<file path="config.mk">
export PLATFORM = sky130hd
export DESIGN_NAME = lsu_dmem_bridge
export DESIGN_NICKNAME = d
export VERILOG_FILES = /design/src/rtl/lsu_dmem_bridge_pkg.sv /design/src/rtl/lsu_dmem_bridge_region_check.sv /design/src/rtl/lsu_dmem_bridge.sv
export SDC_FILE = /design/constraint.sdc
export NUM_CORES = 1
export LEC_CHECK = 0
export ABC_CLOCK_PERIOD_IN_PS = 2300
export CORE_AREA = 10 10 134 105
export DETAILED_ROUTE_END_ITERATION = 10
export DIE_AREA = 0 0 144 115
export PLACE_DENSITY = 0.86
export SETUP_SLACK_MARGIN = 0.2
export SLEW_MARGIN = 20
export SYNTH_ARGS = -nofsm -noshare
export SYNTH_HDL_FRONTEND = slang
export SYNTH_SLANG_ARGS = --single-unit
export TNS_END_PERCENT = 30
</file>
<file path="constraint.sdc">
create_clock -name clk_i -period 2.3 [get_ports clk_i]
set_input_delay 0.46 -clock clk_i [delete_from_list [all_inputs] [get_ports clk_i]]
set_output_delay 0.46 -clock clk_i [all_outputs]
set_load 0.005 [all_outputs]
</file>
<file path="src/rtl/lsu_dmem_bridge_pkg.sv">
// Shared types and default region constants for the LSU data-memory bridge
// and the address region checker it uses.
package lsu_dmem_bridge_pkg;

  typedef enum logic [2:0] {
    DMEM_ST_IDLE,
    DMEM_ST_REQ,
    DMEM_ST_WAIT,
    DMEM_ST_RESP,
    DMEM_ST_MAINT
  } dmem_state_e;

  localparam logic [31:0] DMEM_BASE_DEF    = 32'h0000_0000;
  localparam logic [31:0] DMEM_LIMIT_DEF   = 32'h0000_FFFF;
  localparam logic [31:0] DMEM_RO_BASE_DEF = 32'h0000_0000;
  localparam logic [31:0] DMEM_RO_LIMIT_DEF = 32'h0000_0FFF;
  localparam int unsigned DMEM_TIMEOUT_DEF = 255;

  // Maintenance bit order: [0] flush, [1] writeback, [2] invalidate.
  function automatic logic [2:0] maint_pick(input logic [2:0] pend);
    if (pend[0]) return 3'b001;
    if (pend[1]) return 3'b010;
    if (pend[2]) return 3'b100;
    return 3'b000;
  endfunction

endpackage

</file>
<file path="src/rtl/lsu_dmem_bridge_region_check.sv">
// Combinational legality check of a word address against the data region
// and the read-only window; shared with the fetch-side bridge.
module dmem_region_check
  import lsu_dmem_bridge_pkg::*;
#(
  parameter logic [31:0] DMEM_BASE  = DMEM_BASE_DEF,
  parameter logic [31:0] DMEM_LIMIT = DMEM_LIMIT_DEF,
  parameter logic [31:0] RO_BASE    = DMEM_RO_BASE_DEF,
  parameter logic [31:0] RO_LIMIT   = DMEM_RO_LIMIT_DEF
) (
  input  logic [31:0] addr,
  input  logic        wr,
  output logic        out_of_range,
  output logic        ro_violation
);

  localparam logic        DMEM_EN   = (DMEM_LIMIT >= DMEM_BASE);
  localparam logic        RO_EN     = (RO_LIMIT >= RO_BASE);
  localparam logic [31:0] DMEM_SPAN = DMEM_LIMIT - DMEM_BASE;
  localparam logic [31:0] RO_SPAN   = RO_LIMIT - RO_BASE;

  logic [31:0] dmem_off;
  logic [31:0] ro_off;

  // Offset-from-base compare gives an inclusive unsigned range test with one comparator.
  assign dmem_off     = addr - DMEM_BASE;
  assign ro_off       = addr - RO_BASE;
  assign out_of_range = !DMEM_EN || (dmem_off > DMEM_SPAN);
  assign ro_violation = wr && RO_EN && (ro_off <= RO_SPAN);

endmodule

</file>
<file path="src/rtl/lsu_dmem_bridge.sv">
// LSU-to-data-memory bridge: region check, bus handshake with timeout, one
// response per access, and queued cache-maintenance commands.
module lsu_dmem_bridge
  import lsu_dmem_bridge_pkg::*;
#(
  parameter logic [31:0] DMEM_BASE  = DMEM_BASE_DEF,
  parameter logic [31:0] DMEM_LIMIT = DMEM_LIMIT_DEF,
  parameter logic [31:0] RO_BASE    = DMEM_RO_BASE_DEF,
  parameter logic [31:0] RO_LIMIT   = DMEM_RO_LIMIT_DEF,
  parameter int unsigned TIMEOUT    = DMEM_TIMEOUT_DEF
) (
  input  logic        clk_i,
  input  logic        rst_i,
  input  logic [31:0] lsu_addr_i,
  input  logic [31:0] lsu_data_i,
  input  logic        lsu_rd_i,
  input  logic        lsu_wr_i,
  input  logic [3:0]  lsu_mask_i,
  input  logic        lsu_dflush_i,
  input  logic        lsu_dwriteback_i,
  input  logic        lsu_dinvalidate_i,
  output logic [31:0] lsu_value_o,
  output logic        lsu_valid_o,
  output logic        lsu_load_fault_o,
  output logic        lsu_store_fault_o,
  output logic [31:0] mem_addr_o,
  output logic [31:0] mem_data_wr_o,
  output logic [3:0]  mem_mask_o,
  output logic        mem_rd_o,
  output logic        mem_wr_o,
  input  logic        mem_accept_i,
  input  logic        mem_ack_i,
  input  logic [31:0] mem_data_rd_i,
  input  logic        mem_error_i,
  output logic        mem_flush_o,
  output logic        mem_writeback_o,
  output logic        mem_invalidate_o,
  input  logic        mem_maint_done_i,
  output logic        maint_busy_o
);

  localparam int unsigned      CNT_W    = (TIMEOUT > 0) ? $clog2(TIMEOUT + 1) : 1;
  localparam logic [CNT_W-1:0] CNT_LAST = (TIMEOUT > 0) ? CNT_W'(TIMEOUT - 1) : '0;

  function automatic logic [CNT_W-1:0] sat_inc(input logic [CNT_W-1:0] v);
    return (v == '1) ? v : v + CNT_W'(1);
  endfunction

  dmem_state_e      state;
  logic             resp_q;
  logic             wr_q;
  logic [CNT_W-1:0] cnt;
  logic [2:0]       pend;
  logic [2:0]       maint_cmd;
  logic [2:0]       maint_sel;
  logic [2:0]       maint_clr;
  logic [2:0]       maint_strobe;
  logic             lsu_req;
  logic             capture;
  logic             timed_out;
  logic             out_of_range;
  logic             ro_violation;

  dmem_region_check #(
    .DMEM_BASE  (DMEM_BASE),
    .DMEM_LIMIT (DMEM_LIMIT),
    .RO_BASE    (RO_BASE),
    .RO_LIMIT   (RO_LIMIT)
  ) u_region (
    .addr         (lsu_addr_i),
    .wr           (lsu_wr_i),
    .out_of_range (out_of_range),
    .ro_violation (ro_violation)
  );

  assign lsu_req      = lsu_rd_i | lsu_wr_i;
  // The LSU still holds its request in the cycle after RESP; never re-capture it.
  assign capture      = (state == DMEM_ST_IDLE) && lsu_req && !resp_q;
  assign timed_out    = (TIMEOUT != 0) && (cnt == CNT_LAST);
  assign maint_strobe = {lsu_dinvalidate_i, lsu_dwriteback_i, lsu_dflush_i};
  assign maint_cmd    = {mem_invalidate_o, mem_writeback_o, mem_flush_o};
  assign maint_sel    = maint_pick(pend);
  assign maint_clr    = (state == DMEM_ST_MAINT && mem_maint_done_i) ? maint_cmd : 3'b000;
  assign maint_busy_o = (|pend) || (state == DMEM_ST_MAINT);

  always_ff @(posedge clk_i) begin
    if (rst_i) begin
      state             <= DMEM_ST_IDLE;
      resp_q            <= 1'b0;
      wr_q              <= 1'b0;
      cnt               <= '0;
      pend              <= 3'b000;
      lsu_value_o       <= '0;
      lsu_valid_o       <= 1'b0;
      lsu_load_fault_o  <= 1'b0;
      lsu_store_fault_o <= 1'b0;
      mem_addr_o        <= '0;
      mem_data_wr_o     <= '0;
      mem_mask_o        <= '0;
      mem_rd_o          <= 1'b0;
      mem_wr_o          <= 1'b0;
      mem_flush_o       <= 1'b0;
      mem_writeback_o   <= 1'b0;
      mem_invalidate_o  <= 1'b0;
    end else begin
      pend              <= (pend | maint_strobe) & ~maint_clr;
      resp_q            <= (state == DMEM_ST_RESP);
      lsu_value_o       <= '0;
      lsu_valid_o       <= 1'b0;
      lsu_load_fault_o  <= 1'b0;
      lsu_store_fault_o <= 1'b0;
      if (state == DMEM_ST_REQ || state == DMEM_ST_WAIT) begin
        cnt <= sat_inc(cnt);
      end

      case (state)
        DMEM_ST_IDLE: begin
          if (capture) begin
            mem_addr_o    <= lsu_addr_i;
            mem_data_wr_o <= lsu_data_i;
            mem_mask_o    <= lsu_mask_i;
            wr_q          <= lsu_wr_i;
            cnt           <= '0;
            if (out_of_range || ro_violation) begin
              state             <= DMEM_ST_RESP;
              lsu_valid_o       <= 1'b1;
              lsu_load_fault_o  <= !lsu_wr_i;
              lsu_store_fault_o <= lsu_wr_i;
            end else begin
              state    <= DMEM_ST_REQ;
              mem_rd_o <= !lsu_wr_i;
              mem_wr_o <= lsu_wr_i;
            end
          end else if (!lsu_req && (|pend)) begin
            state <= DMEM_ST_MAINT;
            {mem_invalidate_o, mem_writeback_o, mem_flush_o} <= maint_sel;
          end
        end

        DMEM_ST_REQ: begin
          if (timed_out) begin
            state             <= DMEM_ST_RESP;
            mem_rd_o          <= 1'b0;
            mem_wr_o          <= 1'b0;
            lsu_valid_o       <= 1'b1;
            lsu_load_fault_o  <= !wr_q;
            lsu_store_fault_o <= wr_q;
          end else if (mem_accept_i) begin
            state    <= DMEM_ST_WAIT;
            mem_rd_o <= 1'b0;
            mem_wr_o <= 1'b0;
          end
        end

        DMEM_ST_WAIT: begin
          if (mem_ack_i) begin
            state             <= DMEM_ST_RESP;
            lsu_valid_o       <= 1'b1;
            lsu_load_fault_o  <= mem_error_i && !wr_q;
            lsu_store_fault_o <= mem_error_i && wr_q;
            lsu_value_o       <= (wr_q || mem_error_i) ? '0 : mem_data_rd_i;
          end else if (timed_out) begin
            state             <= DMEM_ST_RESP;
            lsu_valid_o       <= 1'b1;
            lsu_load_fault_o  <= !wr_q;
            lsu_store_fault_o <= wr_q;
          end
        end

        DMEM_ST_RESP: begin
          state <= DMEM_ST_IDLE;
        end

        DMEM_ST_MAINT: begin
          if (mem_maint_done_i) begin
            state            <= DMEM_ST_IDLE;
            mem_flush_o      <= 1'b0;
            mem_writeback_o  <= 1'b0;
            mem_invalidate_o <= 1'b0;
          end
        end

        default: state <= DMEM_ST_IDLE;
      endcase
    end
  end

endmodule
</file>
==> results.sh <==
export IMPL_antenna_found_initial=0
export IMPL_internal_power_w=0.00484
export IMPL_gp_congestion=0.880
export IMPL_pwr_share_clk=0.425
export IMPL_grt_overflow=0
export IMPL_yosys_area_top_type="dfxtp_1"
export IMPL_final_cell_mix="217 x clkdlybuf4s50_1, 147 x nand2_1, 121 x dfxtp_1"
export IMPL_setup_ws_ps=247
export IMPL_rows=34
export IMPL_routed_wl_um=15600
export IMPL_synth_xor_area_share=0.0117
export IMPL_synthMuxAreaShare=0
export IMPL_crit_fanout=41
export IMPL_switching_power_w=0.00168
export IMPL_drt_pass1_iterations=7
export IMPL_initial_core_util=0.392
export IMPL_combPwrFrac=0.198
export IMPL_post_route_min_period_ps=2050
export IMPL_synth_top_area_share=0.553
export IMPL_final_area_um2=7570
export IMPL_synth_compound_area_share=0.145
export IMPL_critPathKind="flip-flop to flip-flop"
export IMPL_synth_simple_area_share=0.246
export IMPL_htree_levels=4
export IMPL_syn_area_um2=4490
export IMPL_cts_sinks=124
export IMPL_grt_max_degree=66
export IMPL_total_power_w=0.00652
export IMPL_tritoncts="built"
export IMPL_clock_latency_ps=400
export IMPL_cp_slowest_cell="or4_1"
export IMPL_core_area_um2=11400
export IMPL_drive_gt1_frac=0.0908
export IMPL_syn_inst=520
export IMPL_dpl_cell_area_um2=6860
export IMPL_p_seq_frac=0.377
export IMPL_dp_slack_ps=-96.0
export IMPL_grt_use_total=0.181
export IMPL_ys_top_cells_by_area="dfxtp_1 55%, nand2_1 12%, a21oi_1 9.0%"
export IMPL_hp_class="flip-flop to flip-flop"
export IMPL_final_antenna_net_count=0
export IMPL_worst_pin_slew_ps=632
export IMPL_insertedDiodeCount=0
export IMPL_areaGrowthSynthToFinish_pct=68.5
export IMPL_min_path_cells=2
export IMPL_vdd_drop_max_uv=439
export IMPL_critical_path_max_stage_delay_ps=630
export IMPL_synth_seq_area_share=0.553
export IMPL_port_buffers=219
export IMPL_finClkSkew_ps=10.8
export IMPL_synth_cell_types=42
export IMPL_die_area_um2=16600
export IMPL_clk_path_buf_depth=2
export IMPL_ff2ff_path_depth=6
export IMPL_ys_flop_type="dfxtp_1"
export IMPL_clk_pin_slew_worst_paths_ps=60
export IMPL_cts_buffers=17
export IMPL_fmax_ghz=0.487
export IMPL_leakage_nw=2.81
export IMPL_clock_root_buffer="clkbuf_16"
export IMPL_swShare=0.258
export IMPL_vias_per_cell=4.94
export IMPL_io_pins=220
export IMPL_ys_ff_latch=124
export IMPL_synth_adder_area_share=0.00557
export IMPL_yosys_warnings=0
export IMPL_via_count=4469
export IMPL_hold_viol=0
export IMPL_end_kind="flip-flop"
export IMPL_crit_required_ps=2560
export IMPL_cp_arrival_ps=2320
export IMPL_maxSlewHeadroom=0.568
export IMPL_rsz0062_at_grt="true"
export IMPL_nets=860
export IMPL_maxSlewViolCount=0
export IMPL_synth_top_family_by_area="simple AND/OR/NAND/NOR gates"
export IMPL_grt_pass1_vias=4477
export IMPL_cap_viol_max_count=0
export IMPL_dieHeight_um=115
export IMPL_cts_hold_buffers=0
export IMPL_hpwlAfterDp_um=11700
export IMPL_setup_viol=0
export IMPL_ys_async_sr_fraction=0
export IMPL_wire_per_inst_um=17.3
export IMPL_outcome="complete, no violations"
export IMPL_timing_final_crit_share=0.892
export IMPL_power_density_nw_per_um2=861
export IMPL_die_width_um=144
export IMPL_drc=0
export IMPL_synth_edf_count=0
export IMPL_syn_avg_cell_area_um2=8.63
export IMPL_final_common_cell="clkdlybuf4s50_1"
export IMPL_grt_pass1_wl_um=23800
export IMPL_first_iter_violations=218
export IMPL_path_cells="buf_4 > or4_1 > or2_2 > buf_12 > nand2_1 > a21oi_1"
export IMPL_startpoint_type="flip-flop"
export IMPL_synth_fp_nets=633
cell families after synthesis:
family	Yosys count
AOI/OAI and AO/OA	114
buffers and inverters	36
adders and majority gates	2
and+or+nand+nor	238
DFF	124
xor gates and xnor gates	6
through the flow:
stage / instances / hold WS [ps] / util / setup TNS [ps]
floorplan: 520 / 453 / - / 0
global placement: 864 / 440 / 0.599 / 0
detailed placement: 864 / 447 / 0.599 / -150
CTS: 904 / 454 / 0.661 / 0
global route: 904 / 474 / 0.661 / 0
finish: 904 / 453 / 0.661 / 0
layout make-up:
type / instances / area, um2
clock inverter: 12 / 161
sequential: 124 / 2490
multi-input combinational: 360 / 1850
clock buffer: 20 / 467
timing repair buffer: 241 / 2400
fill: 855 / 3880
tap: 144 / 180
inverter: 3 / 11.3
timing repair:
| item | in CTS | in global routing |
|---|---|---|
| buffers inserted | 8 | 0 |
| pin swaps | 1 | 0 |
| gates resized for setup | 8 | 1 |
| setup endpoints to repair | 1 | 16 |
cells in the mapped netlist, drive strengths merged, types with 4 or more instances:
cell type,n
a211oi,9
a21oi,82
and2,33
buf,14
clkbuf,19
dfxtp,124
nand2,147
nand2b,6
nand4,4
nor2,15
nor3,8
nor4,7
o21ai,7
xnor2,6
power by group through the flow:
| stage | Sequential [W] | Clock (W) | Combinational (W) |
|---|---|---|---|
| after floorplan | 0.00249 | 0 | 0.000548 |
| after global placement | 0.00249 | 0 | 0.00123 |
| after detailed placement | 0.00250 | 0 | 0.00126 |
| after CTS | 0.00245 | 0.00282 | 0.00130 |
| after global routing | 0.00247 | 0.00293 | 0.00142 |
| final | 0.00245 | 0.00277 | 0.00129 |
sequential cells by signal, indices dropped and copies added (netlist names), 3 cells and up:
register,cells
lsu_value_o,32
mem_addr_o,32
mem_data_wr_o,32
cnt,8
mem_mask_o,4
pend,3
state,3
path summary, 6_finish.rpt:
| path | startpoint | end | slack, ps |
|---|---|---|---|
| setup reg to reg | state[1]$_SDFFE_PP0P_ | mem_addr_o[1]$_SDFFE_PP0P_ | 250 |
| setup / recovery | state[1]$_SDFFE_PP0P_ | mem_addr_o[1]$_SDFFE_PP0P_ | 250 |
| hold reg to reg | mem_data_wr_o[19]$_SDFFE_PP0P_ | mem_data_wr_o[19]$_SDFFE_PP0P_ | 450 |
| hold / removal | mem_data_wr_o[19]$_SDFFE_PP0P_ | mem_data_wr_o[19]$_SDFFE_PP0P_ | 450 |
critical path, delay by kind of cell (launching register included):
kind | cells | cell delay (ps)
buf+inv | 2 | 350
compound gates | 1 | 80
flops | 1 | 350
simple gates | 3 | 1130
per-layer routing:
layer | track usage | vias to the layer above | wire length [um]
met5 | 0 | - | 0
met1 | 0.201 | 2050 | 6220
met4 | 0.0523 | 0 | 142
li1 | - | 2200 | -
met2 | 0.297 | 206 | 7360
met3 | 0.0944 | 13 | 1870
Power figures use the tool's default switching activity.
